### src/rtl/ras_sequencer_pkg.sv
// Shared constants and state encoding for the return-address stack sequencer.
package ras_sequencer_pkg;

    localparam int ADDR_W = 17;
    localparam int DEPTH  = 16;
    localparam int CNT_W  = 8;

    localparam logic [4:0] DEPTH_MAX = 5'(DEPTH);

    typedef enum logic [1:0] {
        IDLE    = 2'd0,
        SWAP    = 2'd1,
        RECOVER = 2'd2
    } state_t;

endpackage

### src/rtl/ras_sequencer.sv
// Turns fetch call/return predictions into call-stack push/pop commands and
// replays stack operations after a flush so the stack realigns with commit.
module ras_sequencer
    import ras_sequencer_pkg::*;
(
    input  logic              clk,
    input  logic              rst,
    input  logic              hci_rdy,
    input  logic              flush,
    input  logic              fetch_call,
    input  logic              fetch_ret,
    input  logic [ADDR_W-1:0] fetch_link,
    input  logic              commit_call,
    input  logic              commit_ret,
    output logic              fetch_stall,
    output logic              stk_in_en,
    output logic              stk_push_mode,
    output logic [ADDR_W-1:0] stk_push_addr,
    input  logic [ADDR_W-1:0] stk_top,
    output logic              pred_valid,
    output logic [ADDR_W-1:0] pred_addr,
    output logic              recovering,
    output logic [4:0]        spec_depth,
    output logic [4:0]        commit_depth
);

    state_t                  state, state_nxt;
    logic [CNT_W-1:0]        spec_cnt, spec_cnt_nxt;
    logic [CNT_W-1:0]        commit_cnt, commit_cnt_nxt;
    logic [4:0]              spec_dep, spec_dep_nxt;
    logic [4:0]              commit_dep, commit_dep_nxt;
    logic [ADDR_W-1:0]       link_q, link_nxt;
    logic signed [CNT_W-1:0] diff;
    logic                    diff_zero, diff_neg;
    logic                    cmd_en, cmd_push, stall;
    logic [ADDR_W-1:0]       cmd_addr;

    // Saturating depth update; simultaneous inc/dec nets to no change.
    function automatic logic [4:0] depth_step(input logic [4:0] d,
                                              input logic inc,
                                              input logic dec);
        logic [4:0] r;
        r = d;
        if (inc && !dec && d < DEPTH_MAX)
            r = d + 5'd1;
        else if (dec && !inc && d != 5'd0)
            r = d - 5'd1;
        return r;
    endfunction

    always_comb begin
        state_nxt      = state;
        spec_cnt_nxt   = spec_cnt;
        commit_cnt_nxt = commit_cnt;
        spec_dep_nxt   = spec_dep;
        commit_dep_nxt = commit_dep;
        link_nxt       = link_q;
        cmd_en         = 1'b0;
        cmd_push       = 1'b0;
        cmd_addr       = '0;
        stall          = (state != IDLE);
        diff           = '0;
        diff_zero      = 1'b1;
        diff_neg       = 1'b0;

        if (hci_rdy) begin
            if (commit_call && !commit_ret)
                commit_cnt_nxt = commit_cnt + CNT_W'(1);
            else if (commit_ret && !commit_call)
                commit_cnt_nxt = commit_cnt - CNT_W'(1);
            commit_dep_nxt = depth_step(commit_dep, commit_call, commit_ret);

            // Distance to committed state, measured after this cycle's commits.
            diff      = $signed(spec_cnt - commit_cnt_nxt);
            diff_zero = (diff == '0);
            diff_neg  = diff[CNT_W-1];

            case (state)
                IDLE: begin
                    if (flush) begin
                        state_nxt = diff_zero ? IDLE : RECOVER;
                    end else if (fetch_call && fetch_ret) begin
                        cmd_en       = 1'b1;
                        spec_cnt_nxt = spec_cnt - CNT_W'(1);
                        spec_dep_nxt = depth_step(spec_dep, 1'b0, 1'b1);
                        link_nxt     = fetch_link;
                        stall        = 1'b1;
                        state_nxt    = SWAP;
                    end else if (fetch_call) begin
                        cmd_en       = 1'b1;
                        cmd_push     = 1'b1;
                        cmd_addr     = fetch_link;
                        spec_cnt_nxt = spec_cnt + CNT_W'(1);
                        spec_dep_nxt = depth_step(spec_dep, 1'b1, 1'b0);
                    end else if (fetch_ret) begin
                        cmd_en       = 1'b1;
                        spec_cnt_nxt = spec_cnt - CNT_W'(1);
                        spec_dep_nxt = depth_step(spec_dep, 1'b0, 1'b1);
                    end
                end
                SWAP: begin
                    if (flush) begin
                        state_nxt = diff_zero ? IDLE : RECOVER;
                    end else begin
                        cmd_en       = 1'b1;
                        cmd_push     = 1'b1;
                        cmd_addr     = link_q;
                        spec_cnt_nxt = spec_cnt + CNT_W'(1);
                        spec_dep_nxt = depth_step(spec_dep, 1'b1, 1'b0);
                        state_nxt    = IDLE;
                    end
                end
                RECOVER: begin
                    // A repeated flush needs nothing extra: the target is already commit.
                    if (diff_zero) begin
                        spec_dep_nxt = commit_dep_nxt;
                        state_nxt    = IDLE;
                    end else if (diff_neg) begin
                        cmd_en       = 1'b1;
                        cmd_push     = 1'b1;
                        spec_cnt_nxt = spec_cnt + CNT_W'(1);
                    end else begin
                        cmd_en       = 1'b1;
                        spec_cnt_nxt = spec_cnt - CNT_W'(1);
                    end
                end
                default: state_nxt = IDLE;
            endcase
        end
    end

    always_ff @(posedge clk or negedge rst) begin
        if (!rst) begin
            state      <= IDLE;
            spec_cnt   <= '0;
            commit_cnt <= '0;
            spec_dep   <= '0;
            commit_dep <= '0;
            link_q     <= '0;
        end else begin
            state      <= state_nxt;
            spec_cnt   <= spec_cnt_nxt;
            commit_cnt <= commit_cnt_nxt;
            spec_dep   <= spec_dep_nxt;
            commit_dep <= commit_dep_nxt;
            link_q     <= link_nxt;
        end
    end

    // Combinational outputs are forced low while reset is held.
    assign stk_in_en     = rst & cmd_en;
    assign stk_push_mode = rst & cmd_push;
    assign stk_push_addr = rst ? cmd_addr : '0;
    assign fetch_stall   = rst & stall;
    assign recovering    = rst & (state == RECOVER);
    assign pred_valid    = rst & (state == IDLE) & ~flush & (spec_dep != 5'd0);
    assign pred_addr     = rst ? stk_top : '0;
    assign spec_depth    = spec_dep;
    assign commit_depth  = commit_dep;

endmodule

### config.mk
export PLATFORM = sky130hd
export DESIGN_NAME = ras_sequencer
export DESIGN_NICKNAME = d
export VERILOG_FILES = /design/src/rtl/ras_sequencer_pkg.sv /design/src/rtl/ras_sequencer.sv
export SDC_FILE = /design/constraint.sdc
export NUM_CORES = 1
export LEC_CHECK = 0
export ABC_AREA = 1
export BUFFER_PORTS_ARGS = -buffer_cell sky130_fd_sc_hd__buf_2
export CORE_UTILIZATION = 55
export DETAILED_ROUTE_END_ITERATION = 7
export HOLD_SLACK_MARGIN = 0.08
export PLACE_DENSITY = 0.81
export SLEW_MARGIN = 20
export SYNTH_ARGS = -nofsm -noshare
export SYNTH_HDL_FRONTEND = slang
export SYNTH_SLANG_ARGS = --single-unit
export TNS_END_PERCENT = 1
### constraint.sdc
create_clock -name clk -period 3.2 [get_ports clk]
set_clock_uncertainty 0.2 [all_clocks]
set_input_delay 0.32 -clock clk [delete_from_list [all_inputs] [get_ports clk]]
set_output_delay 0.32 -clock clk [all_outputs]
set_load 0.05 [all_outputs]
==> key figures, run 1 <==
Status
  – Status: complete, but fails checks
  – Failing checks: negative setup slack

Clock network
  – Clock Sink Count: 45
  – Clk root buf: clkbuf_8
  – H-tree Lvls: 2
  – CTS tree: built
  – Max clock buf depth: 2
  – Clk_lat worst skew: 0.32 ns
  – Clk slew on worst S/H paths: 0.10 ns
  – CTS Buf Count: 5

Worst setup path
  – Worst-path maximum fanout: 4
  – CP dominant cell by count: nand2_1
  – Crit start category: flip-flop
  – WS Path Type: reg -> out
  – CP endpoint kind: output pin
  – Crit-path cells: ha_2 -> inv_2 -> o41ai_4 -> xor2_1 -> ha_1 -> nand2_1 -> inv_1 -> nand2_1 -> nand2_1 -> xnor2_2 -> nand3_2 -> nor2_4 -> nand2_4 -> a21oi_2 -> a21oi_2 -> buf_6
  – Family with the most delay on the worst path: simple AND/OR/NAND/NOR gates
  – Critical path arrival: 3.15 ns
  – CP max-delay cell: dfrtp_1
  – Buf/Inv on CP: 3
  – WP data required: 2.68 ns
  – Crit-path max cell delay: 0.43 ns

Placed design
  – Placement Cell Area: 4653 µm²
  – Final HPWL DP: 7.963 mm
  – Placed Cells: 746
  – Pre-CTS WS: -0.1620 ns
  – Port Buffers: 90
  – Routability cong.: 0.9016

Floorplan
  – Starting Density: 57.29%
  – Die area: 7457 µm²
  – Overall die height: 86.36 µm
  – I/O pin cnt: 91
  – Die Span X: 86.36 µm
  – Row count: 30
  – Core footprint: 6832 µm²

Global route
  – First-pass GRT wire length: 19.16 mm
  – GR Layer Usage met1: 38.83%
  – GRT overflow: 0
  – Met2 usage: 58.15%
  – Gr usage total: 32.47%
  – Vias in the first global route: 4202
  – GRT busiest layer: met2
  – Met3 usage: 4.190%
  – Initial antenna violation count: 0
  – Largest net degree at the start of global routing: 28

Finish
  – Fin cells: 780
  – # nets final: 746
  – Multi-input gate area: 2565 µm²
  – Share of layout cells above drive strength 1: 31.87%
  – # diodes: 0
  – FF/Latch Area: 1126 µm²
  – Most common cell after layout, fill and taps aside: nand2_1
  – Layout fillers: 501
  – Area Growth Syn to Fin: 31.30%
  – Most frequent cells in the layout: 126 x nand2_1, 88 x buf_2, 61 x inv_1
  – Final Cell Area: 5139 µm²

STA
  – Post-Route Setup TNS: -2.545 ns
  – Worst rel slew slack: 41.52%
  – Actual slew at the worst max-slew pin: 0.8748 ns
  – Min Hold Slack: 0.2122 ns
  – Minimum clock period: 3.668 ns
  – Final max-slew violation count: 0
  – Endpoints failing hold: 0
  – Final period utilization: 114.6%
  – Final Setup Violations: 17
  – Fmax: 272.6 MHz
  – Setup WS post-layout: -0.4681 ns
  – RSZ-0062 raised after global routing: yes

Route
  – Vias post-DR: 4450
  – Drt first pass iters: 5
  – Number of routed nets with antenna violations: 0
  – Vias per inst: 5.705
  – Post-route DRC: 0
  – Iter 0 DRT Violations: 283
  – Wirelength, routed: 12.27 mm
  – Avg WL per Cell: 15.73 µm

Logic synthesis
  – Ys flop type: dfrtp_1
  – Post-synth EDFFs: 0
  – Syn Nets: 612
  – Flops & latches, synth: 45
  – Mapped cell area: 3914 µm²
  – Avg Cell Area, Syn: 7.129 µm²
  – Post-Syn Instances: 549
  – YS warnings: 0
  – Synth cell types: 44
  – Sequential share of the synthesized area: 28.77%
  – Post-synthesis async set-or-reset flop share: 100.0%

Power
  – Max VDD drop: 532.2 µV
  – Pleak: 2.641 nW
  – Pwr Density: 1072 nW/µm²

Run
  – Max_cap viols: 0

Hold path
  – Path type of the worst min-delay path: in -> reg
## stage by stage
step / utilization [%] / total power, mW
floorplan: - / 3.599
global placement: 68.11 / 4.393
detailed placement: 68.11 / 4.536
CTS: 73.88 / 5.133
global route: 75.22 / 5.867
finish: 75.22 / 5.507
## what timing repair did
item | CTS | global route
setup buffers | 6 | 2
gates resized for setup | 23 | 16
pin swaps | 25 | 13
hold endpoints to repair | 19 | 0
cloned | 0 | 0
setup endpoints to repair | 4 | 34
hold buffers | 18 | 0
## synth_stat cells, types with 8 or more instances
cell | count | area share, %
nand2_1 | 130 | 12
inv_1 | 64 | 6.1
dfrtp_1 | 45 | 29
nand3_1 | 45 | 5.8
a21oi_1 | 42 | 5.4
o21ai_0 | 30 | 3.8
xor2_1 | 25 | 5.6
ha_1 | 20 | 6.4
mux2_2 | 17 | 4.9
nor2_1 | 17 | 1.6
clkbuf_1 | 15 | 1.4
o21ai_1 | 12 | 1.5
nor3_1 | 9 | 1.2
nor2_2 | 8 | 1.3
## area by class of cell
type	count	area share [%]
clock buffer	5	1.339
tap	96	2.337
multi-input combinational	411	49.91
clock inverter	3	0.4870
inverter	72	5.332
sequential	45	21.91
timing repair buffer	148	18.68
## power breakdown
group / switching (mW) / internal [mW]
registers: 0.288 / 0.832
clock network: 0.243 / 0.160
logic: 2.45 / 1.54
## worst reg2reg max path: cells and delay by family, from the launching register on
kind / cells / cell delay [ns]
and+or+nand+nor: 7 / 0.76
AOI/OAI and AO/OA: 3 / 0.69
adders and majority gates: 2 / 0.54
DFF: 1 / 0.43
xor gates and xnor gates: 2 / 0.43
buffers and inverters: 3 / 0.27
## sequential cells by signal, summed over array words and instances, names as in the netlist
signal / cells
state: 2
commit_cnt: 8
spec_depth: 5
link_q: 17
spec_cnt: 8
commit_depth: 5
## per-layer routing
| layer | vias to the layer above | part of all wire (%) |
|---|---|---|
| met5 | - | 0 |
| met3 | 48 | 6.5 |
| met1 | 2078 | 39 |
| met2 | 247 | 51 |
| li1 | 2077 | - |
| met4 | 0 | 3.7 |
## cells by family (layout without fill, tap and decap cells)
family                     Yosys count  in the layout  share of synthesized area [%]
and+or+nand+nor                    236            236                          28.01
AOI/OAI and AO/OA                  108            108                          15.70
buffers and inverters               93            228                          9.239
DFF                                 45             45                          28.77
xor gates and xnor gates            29             29                          6.490
adders and majority gates           21             21                          6.905
muxes                               17             17                          4.891
## worst paths after layout
check | start | endpoint | slack, ns | cells past startpoint
max | commit_cnt[1] | stk_in_en | -0.47 | 16
min | flush | state[1] | 0.21 | 5
max reg2reg | commit_cnt[1] | spec_depth[0] | -0.18 | 17
min reg2reg | link_q[9] | link_q[9] | 0.32 | 1
max in group asynchronous | rst | commit_cnt[3] | 1.82 | 3
min in group asynchronous | rst | link_q[12] | 0.32 | 2
(Power assumes the default switching activity.)
==> run 2, diff against run 1 <==
--- a/config.mk
+++ b/config.mk
@@ -9,6 +9,7 @@
 export BUFFER_PORTS_ARGS = -buffer_cell sky130_fd_sc_hd__buf_2
 export CORE_UTILIZATION = 55
 export DETAILED_ROUTE_END_ITERATION = 7
+export GPL_ROUTABILITY_DRIVEN = 0
 export HOLD_SLACK_MARGIN = 0.08
 export PLACE_DENSITY = 0.81
 export SLEW_MARGIN = 20
==> constraint.sdc (replaced) <==
create_clock -name clk -period 3.2 [get_ports clk]
set_clock_uncertainty 0.2 [all_clocks]
set_input_delay 0.32 -clock clk [delete_from_list [all_inputs] [get_ports clk]]
set_output_delay 0.32 -clock clk [all_outputs]
set_load 0.005 [all_outputs]
==> run 2 against run 1 <==
The flow still finishes with violations (negative setup slack). Non-clock buffer count shrank 10. Fmax is 0.27% higher. Final area is 1.0% lower. Sequential share of layout area is 0.25 points higher. First-iteration DRC count up 32%. Count of clock-buffer cells in the layout is the same. Utilization fell by 0.75 points. Combinational power decreased by 8.5%. Register-to-register slack got worse by 0.08 ns. Largest power group unchanged.
==> key figures, run 2 (synthesis gave the netlist of run 1 again) <==
Status
  – Status: complete, but fails checks
  – Failing checks: negative setup slack

Global route
  – Largest net degree at the start of global routing: 35 (+25%)
  – Vias in the first global route: 4268 (+1.6%)
  – Initial antenna violation count: 0 (unchanged)
  – Gr usage total: 31.76% (-0.72 points)
  – First-pass GRT wire length: 18.90 mm (-1.4%)
  – GRT overflow: 0 (unchanged)

Clock network
  – CTS Buf Count: 5 (unchanged)
  – Clk_lat worst skew: 0.33 ns (about the same)
  – Clk root buf: clkbuf_8
  – Clk slew on worst S/H paths: 0.11 ns (about the same)
  – Clock Sink Count: 45 (unchanged)
  – H-tree Lvls: 2 (unchanged)
  – CTS tree: built
  – Max clock buf depth: 2 (unchanged)

Floorplan
  – Overall die height: 86.36 µm (unchanged)
  – Row count: 30 (unchanged)
  – Die Span X: 86.36 µm (unchanged)
  – I/O pin cnt: 91 (unchanged)
  – Starting Density: 57.29% (unchanged)
  – Die area: 7457 µm² (unchanged)
  – Core footprint: 6832 µm² (unchanged)

Finish
  – Multi-input gate area: 2590 µm² (+0.98%)
  – Largest Register: link_q
  – Finished Core Util: 74.47% (-0.75 points)
  – Fin cells: 770 (-1.3%)
  – Layout fillers: 484 (-3.4%)
  – Share of layout cells above drive strength 1: 31.75% (-0.12 points)
  – Area Growth Syn to Fin: 29.99%
  – # diodes: 0 (unchanged)
  – Largest regs: link_q x17, commit_cnt x8, spec_cnt x8
  – Most common cell after layout, fill and taps aside: nand2_1
  – # nets final: 736 (-1.3%)
  – FF/Latch Area: 1127 µm² (+0.11%)
  – Most frequent cells in the layout: 125 x nand2_1, 90 x buf_2, 59 x inv_1
  – Max FFs per register: 17 (unchanged)

Hold path
  – Path type of the worst min-delay path: in -> async

Power
  – Int Power: 2.515 mW (-0.48%)
  – Reg power frac: 21.8% (+1.5 points)
  – Switch share: 51.57% (-2.5 points)
  – Overall Power: 5.194 mW (-5.7%)
  – Logic pwr share: 70.1% (-2.2 points)
  – Pwr Density: 1021 nW/µm² (-4.7%)
  – Pleak: 2.603 nW (-1.4%)
  – Clock share of power: 8.1% (+0.8 points)
  – Psw: 2.678 mW (-10%)
  – Max VDD drop: 636.5 µV (+20%)

Worst setup path
  – Critical path arrival: 3.14 ns (about the same)
  – WP data required: 2.68 ns (about the same)
  – Buf/Inv on CP: 3 (unchanged)
  – Family with the most delay on the worst path: simple AND/OR/NAND/NOR gates
  – CP max-delay cell: dfrtp_1
  – Crit-path cells: inv_2 -> ha_4 -> nand4_1 -> o41ai_4 -> xor2_1 -> ha_1 -> a21oi_2 -> or2_1 -> nand3_2 -> inv_2 -> nand3_2 -> nand2_4 -> nand2_4 -> a21oi_2 -> a21oi_2 -> buf_2
  – CP endpoint kind: output pin
  – Worst-path maximum fanout: 4 (unchanged)
  – CP dominant cell by count: a21oi_2
  – Crit-path max cell delay: 0.45 ns (+0.02 ns)
  – Crit start category: flip-flop
  – WS Path Type: reg -> out

Route
  – Number of routed nets with antenna violations: 0 (unchanged)
  – Iter 0 DRT Violations: 374 (+32%)
  – Drt first pass iters: 6 (+1)
  – Vias post-DR: 4404 (-1.0%)
  – Vias per inst: 5.719 (+0.25%)
  – Wirelength, routed: 11.67 mm (-4.9%)
  – Post-route DRC: 0 (unchanged)
  – Avg WL per Cell: 15.15 µm (-3.6%)

Placed design
  – Final HPWL DP: 7.555 mm (-5.1%)
  – Placed Cells: 728 (-2.4%)
  – Port Buffers: 90 (unchanged)

STA
  – RSZ-0062 raised after global routing: yes
  – Final Setup Violations: 17 (unchanged)
  – Actual slew at the worst max-slew pin: 0.8489 ns (-0.02595 ns)
  – Endpoints failing hold: 0 (unchanged)
  – Setup WS post-layout: -0.4584 ns (+0.009755 ns)
  – Final max-slew violation count: 0 (unchanged)
  – Worst rel slew slack: 43.25% (+1.7 points)
  – Fmax: 273.3 MHz (+0.27%)
  – Min Hold Slack: 0.2009 ns (-0.01127 ns)
  – Minimum clock period: 3.658 ns (-0.009755 ns)
  – Final period utilization: 114.3% (-0.30 points)

Run
  – Max_cap viols: 0 (unchanged)
-- run 2: cell types whose count changed in the layout (fill, tap and decap cells not counted), sizes merged --
cell      previous run  this run
clkinvlp             2         0
inv                 71        72
buf                130       120
clkinv               2         3
-- run 2: stage by stage --
step,TNS [ns],worst slack (ns),area [µm²]
floorplan,0,0.3122,3914
global placement,-0.04204,-0.04204,4503
detailed placement,-0.1484,-0.1104,4511
CTS,-0.9027,-0.2822,4949
global route,-6.797,-0.6344,5087
finish,-3.541,-0.4584,5087
-- run 2: final timing paths --
| kind | endpoint | depth (start not counted) | from | slack, ns |
|---|---|---|---|---|
| max | stk_in_en | 16 | commit_cnt[0] | -0.46 |
| min | spec_depth[4] | 2 | rst | 0.20 |
| max reg2reg | spec_depth[4] | 18 | commit_cnt[0] | -0.26 |
| min reg2reg | link_q[16] | 1 | link_q[16] | 0.32 |
| max in group asynchronous | commit_cnt[1] | 3 | rst | 1.86 |
| min in group clk | state[1] | 5 | flush | 0.23 |
-- run 2: power by group through the flow --
stage	logic, mW	registers, mW	clock network (mW)
2_1_floorplan	2.24	1.03	0
3_3_place_gp	2.80	1.10	0
3_5_place_dp	2.92	1.12	0
4_1_cts	3.21	1.11	0.411
5_1_grt	3.98	1.17	0.436
6_report	3.64	1.13	0.419
-- run 2: final cells by class --
| cell class | instances | share of cell area, % |
|---|---|---|
| clock buffer | 5 | 1.353 |
| clock inverter | 3 | 0.5657 |
| inverter | 72 | 5.362 |
| multi-input combinational | 411 | 50.91 |
| sequential | 45 | 22.16 |
| tap | 96 | 2.361 |
| timing repair buffer | 138 | 17.29 |
-- run 2: timing repair --
| action | 4_1_cts | 5_1_grt |
|---|---|---|
| resized for setup | 22 | 24 |
| endpoints found under the setup margin | 12 | 17 |
| pin swaps | 23 | 25 |
| hold buffers | 18 | 0 |
| endpoints found under the hold margin | 38 | 0 |
| setup buffers | 10 | 6 |
-- run 2: metal layers --
layer | vias to the layer above | routed length (µm) | track usage, %
met4 | 0 | 373 | 14.09
met1 | 2107 | 4642 | 37.80
li1 | 2044 | - | -
met5 | - | 0 | 0
met2 | 210 | 5975 | 56.35
met3 | 43 | 678 | 5.238
